File: src/rtl/move_arbiter_if.sv
// Move event channel between the arbiter and the player engine.
//   move       : one-hot event, meaningful only while move_valid = 1
//   move_valid : event pending
//   move_ready : consumer accepts; a transfer happens on an edge where valid & ready
// Modports: master = arbiter (drives move/move_valid), slave = consumer.
interface move_arbiter_if #(
  parameter int unsigned N = 4
) ();
  logic [N-1:0] move;
  logic         move_valid;
  logic         move_ready;

  modport master (output move, output move_valid, input move_ready);
  modport slave  (input move, input move_valid, output move_ready);
endinterface

File: src/rtl/move_arbiter.sv
// move_arbiter: merges active-low debounced buttons and active-high PS/2 key levels into
// one-hot move events with last-pressed-wins arbitration, hold-to-repeat and a one-entry
// event buffer (presses overwrite, repeats are dropped when the buffer is full).
//
// Optional feature macro: MOVE_ARB_REPEAT_EN
//   defined     : hold-to-repeat events and a live drop counter
//   not defined : press events only; drop_cnt tied to 0, repeat parameters ignored
//
// Ports:
//   clk      : logic clock, all state changes on the rising edge
//   rstn     : asynchronous active-low reset
//   btn_n    : [N] debounced buttons, 0 = pressed
//   kbd      : [N] PS/2 key levels, 1 = pressed
//   bus      : move_arbiter_if.master (move, move_valid out; move_ready in)
//   held     : [N] registered merged level
//   drop_cnt : [8] saturating count of repeat events dropped on a full buffer
module move_arbiter #(
  parameter int unsigned N             = 4,
  parameter int unsigned REPEAT_DELAY  = 8,
  parameter int unsigned REPEAT_PERIOD = 4,
  parameter int unsigned CNT_W         = 16
) (
  input  logic                  clk,
  input  logic                  rstn,
  input  logic [N-1:0]          btn_n,
  input  logic [N-1:0]          kbd,
  move_arbiter_if.master        bus,
  output logic [N-1:0]          held,
  output logic [7:0]            drop_cnt
);

  localparam int unsigned IdxW = (N > 1) ? $clog2(N) : 1;

`ifdef MOVE_ARB_REPEAT_EN
  typedef enum logic [1:0] {StIdle, StDelay, StRepeat} state_e;
`else
  typedef enum logic [0:0] {StIdle, StDelay} state_e;
`endif

  state_e            r_state;
  logic [N-1:0]      r_s;
  logic [N-1:0]      r_p;
  logic [IdxW-1:0]   r_act;
  logic [N-1:0]      r_move;
  logic              r_valid;

  logic [N-1:0]      w_rise;
  logic              w_cand_vld;
  logic [IdxW-1:0]   w_cand;
  logic              w_s_act;
  logic              w_press;
  logic              w_rpt;
  logic              w_xfer;
  logic [IdxW-1:0]   w_ev_ch;
  logic [N-1:0]      w_ev_onehot;

`ifdef MOVE_ARB_REPEAT_EN
  logic [CNT_W-1:0]  r_cnt;
  logic [7:0]        r_drop;
  logic              w_tc;
`else
  logic              w_unused_cfg;
  assign w_unused_cfg = ^{REPEAT_DELAY[0], REPEAT_PERIOD[0], CNT_W[0]};
`endif

  assign w_rise  = r_s & ~r_p;
  assign w_s_act = r_s[r_act];
  assign w_xfer  = r_valid & bus.move_ready;

  // Lowest-index rising channel wins; scanning downwards leaves the lowest one last.
  always_comb begin
    w_cand_vld = 1'b0;
    w_cand     = '0;
    for (int i = int'(N) - 1; i >= 0; i--) begin
      if (w_rise[i]) begin
        w_cand_vld = 1'b1;
        w_cand     = IdxW'(i);
      end
    end
  end

  // A fresh press is acted on in every state, so it also covers the release edge of the
  // previously active channel.
  always_comb begin
    w_press = w_cand_vld;
`ifdef MOVE_ARB_REPEAT_EN
    w_tc  = (r_state == StDelay) ? (r_cnt == CNT_W'(REPEAT_DELAY - 1))
                                 : (r_cnt == CNT_W'(REPEAT_PERIOD - 1));
    w_rpt = !w_cand_vld && (r_state != StIdle) && w_s_act && w_tc;
`else
    w_rpt = 1'b0;
`endif
    w_ev_ch          = w_press ? w_cand : r_act;
    w_ev_onehot      = '0;
    w_ev_onehot[w_ev_ch] = 1'b1;
  end

  always_ff @(posedge clk or negedge rstn) begin
    if (!rstn) begin
      r_state <= StIdle;
      r_s     <= '0;
      r_p     <= '0;
      r_act   <= '0;
      r_move  <= '0;
      r_valid <= 1'b0;
`ifdef MOVE_ARB_REPEAT_EN
      r_cnt   <= '0;
      r_drop  <= '0;
`endif
    end else begin
      r_s <= kbd | ~btn_n;
      r_p <= r_s;

      unique case (r_state)
        StIdle: begin
          if (w_cand_vld) begin
            r_act   <= w_cand;
            r_state <= StDelay;
`ifdef MOVE_ARB_REPEAT_EN
            r_cnt   <= '0;
`endif
          end
        end
        default: begin
          // A new press restarts the full initial delay even from the repeat phase.
          if (w_cand_vld) begin
            r_act   <= w_cand;
            r_state <= StDelay;
`ifdef MOVE_ARB_REPEAT_EN
            r_cnt   <= '0;
`endif
          end else if (!w_s_act) begin
            r_state <= StIdle;
`ifdef MOVE_ARB_REPEAT_EN
          end else if (w_tc) begin
            r_cnt   <= '0;
            r_state <= StRepeat;
          end else begin
            r_cnt   <= r_cnt + CNT_W'(1);
`endif
          end
        end
      endcase

      // Event buffer: presses always overwrite; a repeat only loads into a free or
      // simultaneously drained slot, otherwise it is counted as dropped.
      if (w_press || (w_rpt && (!r_valid || w_xfer))) begin
        r_move  <= w_ev_onehot;
        r_valid <= 1'b1;
`ifdef MOVE_ARB_REPEAT_EN
      end else if (w_rpt) begin
        if (r_drop != 8'hFF) r_drop <= r_drop + 8'd1;
`endif
      end else if (w_xfer) begin
        r_move  <= '0;
        r_valid <= 1'b0;
      end
    end
  end

  assign bus.move       = r_move;
  assign bus.move_valid = r_valid;
  assign held           = r_s;
`ifdef MOVE_ARB_REPEAT_EN
  assign drop_cnt       = r_drop;
`else
  assign drop_cnt       = 8'd0;
`endif

endmodule
File: src/flat_wrapper.sv
// flat-port wrapper written by rule: the top's interface ports become plain ports
module move_arbiter_flat 
#(
  parameter int unsigned N             = 4,
  parameter int unsigned REPEAT_DELAY  = 8,
  parameter int unsigned REPEAT_PERIOD = 4,
  parameter int unsigned CNT_W         = 16
)
  (clk, rstn, btn_n, kbd, held, drop_cnt, bus_move, bus_move_valid, bus_move_ready);
  move_arbiter_if #(.N(N)) bus_i ();
  input  logic clk;
  input  logic rstn;
  input  logic [N-1:0] btn_n;
  input  logic [N-1:0] kbd;
  output logic [N-1:0] held;
  output logic [7:0] drop_cnt;
  output wire logic [$bits(bus_i.move)-1:0] bus_move;
  output wire logic [$bits(bus_i.move_valid)-1:0] bus_move_valid;
  input wire logic [$bits(bus_i.move_ready)-1:0] bus_move_ready;
  assign bus_move = bus_i.move;
  assign bus_move_valid = bus_i.move_valid;
  assign bus_i.move_ready = bus_move_ready;
  move_arbiter #(.N(N), .REPEAT_DELAY(REPEAT_DELAY), .REPEAT_PERIOD(REPEAT_PERIOD), .CNT_W(CNT_W)) u_core (.clk(clk), .rstn(rstn), .btn_n(btn_n), .kbd(kbd), .bus(bus_i), .held(held), .drop_cnt(drop_cnt));
endmodule
File: config.mk
export PLATFORM = sky130hd
export DESIGN_NAME = move_arbiter_flat
export DESIGN_NICKNAME = d
export VERILOG_FILES = /design/src/rtl/move_arbiter_if.sv /design/src/rtl/move_arbiter.sv /design/src/flat_wrapper.sv
export SDC_FILE = /design/constraint.sdc
export NUM_CORES = 1
export LEC_CHECK = 0
export ABC_AREA = 1
export BUFFER_PORTS_ARGS = -buffer_cell sky130_fd_sc_hd__buf_2
export CAP_MARGIN = 20
export CORE_MARGIN = 2
export CORE_UTILIZATION = 44
export CTS_CLUSTER_DIAMETER = 40
export DETAILED_ROUTE_END_ITERATION = 7
export PLACE_DENSITY = 0.75
export SETUP_SLACK_MARGIN = 0.5
export SLEW_MARGIN = 25
export SYNTH_ARGS = -nofsm -noshare
export SYNTH_HDL_FRONTEND = slang
export SYNTH_SLANG_ARGS = --single-unit
export TNS_END_PERCENT = 1
File: constraint.sdc
create_clock -name clk -period 1.2 [get_ports clk]
set_input_delay 0.24 -clock clk [delete_from_list [all_inputs] [get_ports clk]]
set_output_delay 0.24 -clock clk [all_outputs]
set_load 0.05 [all_outputs]
### Yosys cells after proc, flatten, opt, wreduce, memory -nomap -nowiden

Index checks and enable logic that the tools add are counted.

| storage, ports and cells | value |
|---|---|
| register bits after elaboration | 15 |
| bits of input ports | 11 |
| output and inout port bits | 17 |
| word-level logic and storage cells | 29 |

| operators by class | value |
|---|---|
| magnitude comparators | 2 |
| mux-type cells | 15 |
| bitwise gates (word level) | 5 |
| reduce and logical (&&, ||, !) cells | 2 |

Operator list:

| cell | number |
|---|---|
| two-way mux 2 bit | 5 |
| two-way mux 4 bit | 2 |
| NOT 4 bit | 2 |
| two-way mux 1 bit | 7 |
| AND 4 bit | 1 |
| OR 4 bit | 1 |
| less-than comparator 2 x 3 -> 1 bit (second input constant) | 1 |
| demux 1 bit (select 2 bit) | 1 |
| >= comparator 2 x 1 -> 1 bit (second input constant) | 1 |
| nonzero test 2 bit | 1 |
| AND 1 bit | 1 |
| logical AND 1 bit | 1 |

### Longest topological paths before layout

| logic depth | value |
|---|---|
| word-level depth | 12 |
| gate-level depth with buffers | 7 |
| gate-level depth less buffers | 7 |

### Least setup slack after synthesis

No wires, ideal clock.

| timing path | value |
|---|---|
| kind | register to register |
| from | register u_core.r_s[1] (netlist: u_core.held[1]) |
| to | register u_core.r_move[1] (netlist: u_core.bus.move[1]) |
| library setup time | 67 ps |
| arrival | 1154 ps |
| required time | 1133 ps |
| path slack | -21 ps |
| stages on the path, launching flop included | 7 |
| path buffers | 0 |
| period minus slack after synthesis | 1221 ps |
| path through | dfrtp_1 nand2_1 nand2_4 inv_2 nand2_1 nand3_1 nand2_1 |

| between the ends | value |
|---|---|
| longest elaborated chain between the ends | 9 |
| elaborated cells between the ends (all ways) | 13 |
| those cells by class | order compare: 2; mux: 8; bitwise: 1; reduce/logical: 2 |

Ends and longest elaborated chain:

| element | RTL line | text |
|---|---|---|
| start, declared | move_arbiter.sv:41 | `logic [N-1:0] r_s;` |
| start signal, assigned | move_arbiter.sv:111 | `r_s <= kbd \| ~btn_n;` |
| AND 4 bit * | move_arbiter.sv:66 | `assign w_rise = r_s & ~r_p;` |
| two-way mux 2 bit / two-way mux 1 bit (equally long branches) (2 in a row) | move_arbiter.sv:75 | `if (w_rise[i]) begin` |
| two-way mux 2 bit | - |  |
| less-than comparator 2 x 3 -> 1 bit (not written as such) / >= comparator 2 x 1 -> 1 bit (equally long branches) | move_arbiter.sv:95 | `w_ev_onehot[w_ev_ch] = 1'b1;` |
| logical AND 1 bit (not written as such) | move_arbiter.sv:95 |  |
| two-way mux 1 bit (not written as such) | move_arbiter.sv:95 |  |
| demux 1 bit (select 2 bit) | - |  |
| two-way mux 4 bit | move_arbiter.sv:147 | `if (w_press \|\| (w_rpt && (!r_valid \|\| w_xfer))) begin` |
| end signal, assigned | move_arbiter.sv:148 | `r_move <= w_ev_onehot;` |
| end, declared | move_arbiter.sv:44 | `logic [N-1:0] r_move;` |

Mark *: on every way between the ends. The rest lies on a longest branch, timed or not.
A chain may end at the register's enable or synchronous reset.

### Worst setup path in the final report

| timing path | value |
|---|---|
| from | register u_core.r_s[3] (netlist: u_core.held[3]) |
| to | output held[3] |

RTL lines:

| element | RTL line | text |
|---|---|---|
| end, declared | flat_wrapper.sv:15 | `output logic [N-1:0] held;` |

No word-level cell between the ends.

==> metrics <==
final worst-path cycle share 91.94%; clk slew on worst S/H paths 0.08 ns; Worst-Skew Late Latency 0.27 ns; Max Fanout on Critical Path 4; Placer Congestion 0.7205; Top delay family on crit path flip-flops; Setup-failing EPs final 0; critical setup path kind reg2out; root buffer cell clkbuf_4; Sequential Power Share 48.4%; gr usage total 12.50%; layout cells sized above 1 44.44%; DR WL/cell 8.867 um; Num CTS Buffers 3; FP Rows 13; fin. max-slew vios 0; area grow syn2layout 28.94%; Hold Path Class in2reg; Final Non-Filler Cells 105; Netlist Area Pre-Place 626.9 um2; pin count of the biggest net entering global routing 15; Worst EP arrival 0.86 ns; Die Area 0.001743 mm2; CTS tree yes; Bufs and invs on worst path 1; CP required 0.96 ns; pwr/cell area 1356 mW/mm2; Startpoint Class flop; clk buf depth 2; Yosys reg bits 14; nets@finish 102; H-tree depth 1; Leak Pwr 0.0004682 uW; worst path cell trace buf_6; IO Pins 28; global-route wire length before repair 1676 um; Syn Inst Count 65; Int Power 722.4 uW; vias in the first global route 420; DRC 0; post-route ant nets 0; RSZ-0062 raised after global routing true; number of port buffers 19; global route total overflow 0; initial antenna violation count 0; Avg Cell Area, Syn 9.644 um2; drt total wl 931 um; status complete, no violations; Sw Share 34.10%; total design power 1096 uW; CTS Sinks 14; sequential share of the synthesized area 55.89%; Clock Power Share 24.4%; worst vdd ir 0.6285 mV; Max-Cap Viols 0; Ant. Diodes 0; peak per-stage delay on the critical path 0.43 ns; Die Y 41.75 um; Tmin final 1.103 ns; Via density 4.038; number of cells in the design after placement 98; Fmax 906.4 MHz; DR iter-0 viols 0; final hold vios 0; Die Wd 41.75 um; count of cell types in the netlist 12; P_sw 373.9 uW; DR pass1 iterations 1; clock skew 0.005215 ns; Worst path slowest cell dfrtp_2; total number of vias 424; Yosys Warn Count 0; Core Region 0.001318 mm2; Starting Density 47.58%; commonest non-fill, non-tap cell in the layout nand2_1; Post-DP HPWL 751.3 um; Setup TNS 0 ns; most frequent cells in the layout 12 x nand2_1, 10 x buf_2, 9 x inv_1, 9 x dfrtp_1; Logic pwr share 27.2%; CP Capture Type output pin
==> metal layers <==
layer / global-route usage (%) / share of wire, %
met5: 0 / 0
met4: 7.742 / 0.64
met3: 2.609 / 6.4
met2: 20.94 / 52
met1: 14.40 / 41
==> power by group through the flow <==
stage / clock network, uW / registers [uW] / logic (uW)
global route: 304 / 536 / 320
finish: 268 / 530 / 298
floorplan: 0 / 621 / 147
detailed placement: 0 / 539 / 270
CTS: 281 / 531 / 298
global placement: 0 / 537 / 267
==> synth_stat cells <==
library cell  instances  area, um2
dfrtp_1              14      350.3
conb_1                1      3.750
nand3_1               8      40.04
nand2_1              13      48.80
inv_1                 9      33.78
o21ai_1               1      5.000
nand2_4               3      33.78
nor2_8                1      20.02
nand2_2               2      12.51
nor2_1                1      3.750
inv_2                 4      15.01
buf_4                 8      60.06
==> metrics by stage <==
| stage | setup slack [ns] | util (%) | hold WS, ns | area, um2 |
|---|---|---|---|---|
| floorplan | 0.1582 | - | -0.05559 | 661.9 |
| global placement | 0.2629 | 54.32 | 0.1432 | 715.7 |
| detailed placement | 0.2652 | 54.32 | 0.1502 | 715.7 |
| CTS | 0.07832 | 60.78 | 0.1002 | 800.8 |
| global route | 0.06318 | 61.35 | 0.1021 | 808.3 |
| finish | 0.09669 | 61.35 | 0.1093 | 808.3 |
==> logic make-up (layout without fill, tap and decap cells) <==
family | after synthesis | in the layout | synth area share, %
compound gates | 1 | 1 | 0.7976
buf+inv | 21 | 39 | 17.36
flops | 14 | 14 | 55.89
other cells | 1 | 8 | 0.5982
simple gates | 28 | 28 | 25.35
==> layout make-up <==
type / instances / area, um2
tap: 15 / 18.77
fill: 115 / 509.2
inverter: 13 / 48.80
sequential: 14 / 356.6
multi-input combinational: 37 / 196.4
clock buffer: 4 / 26.28
timing repair buffer: 22 / 161.4
==> path summary, 6_finish.rpt <==
| path | start | end | slack [ns] | cells past startpoint |
|---|---|---|---|---|
| worst max-delay path | u_core.held[3]$_DFF_PN0_ | held[3] | 0.1 | 1 |
| worst min-delay path | btn_n[2] | u_core.held[2]$_DFF_PN0_ | 0.11 | 2 |
| worst max register to register | u_core.held[3]$_DFF_PN0_ | u_core.bus.move[1]$_DFFE_PN0P_ | 0.15 | 6 |
| worst min register to register | u_core.held[0]$_DFF_PN0_ | u_core.r_p[0]$_DFF_PN0_ | 0.43 | 0 |
| max in group asynchronous | rstn | u_core.held[1]$_DFF_PN0_ | 0.56 | 2 |
| min in group asynchronous | rstn | u_core.bus.move[3]$_DFFE_PN0P_ | 0.38 | 2 |
==> registers in the layout, summed over array words and instances (netlist names) <==
signal	flops
u_core.bus.move	4
u_core.bus.move_valid	1
u_core.held	4
u_core.r_act	1
u_core.r_p	4
==> what timing repair did <==
| item | 4_1_cts | 5_1_grt |
|---|---|---|
| setup endpoints to repair | 15 | 15 |
| hold buffers | 1 | 0 |
| gates resized for setup | 14 | 0 |
| setup buffers | 1 | 1 |
| endpoints found under the hold margin | 14 | 0 |
Note: power is estimated with default switching activity, not from simulation.
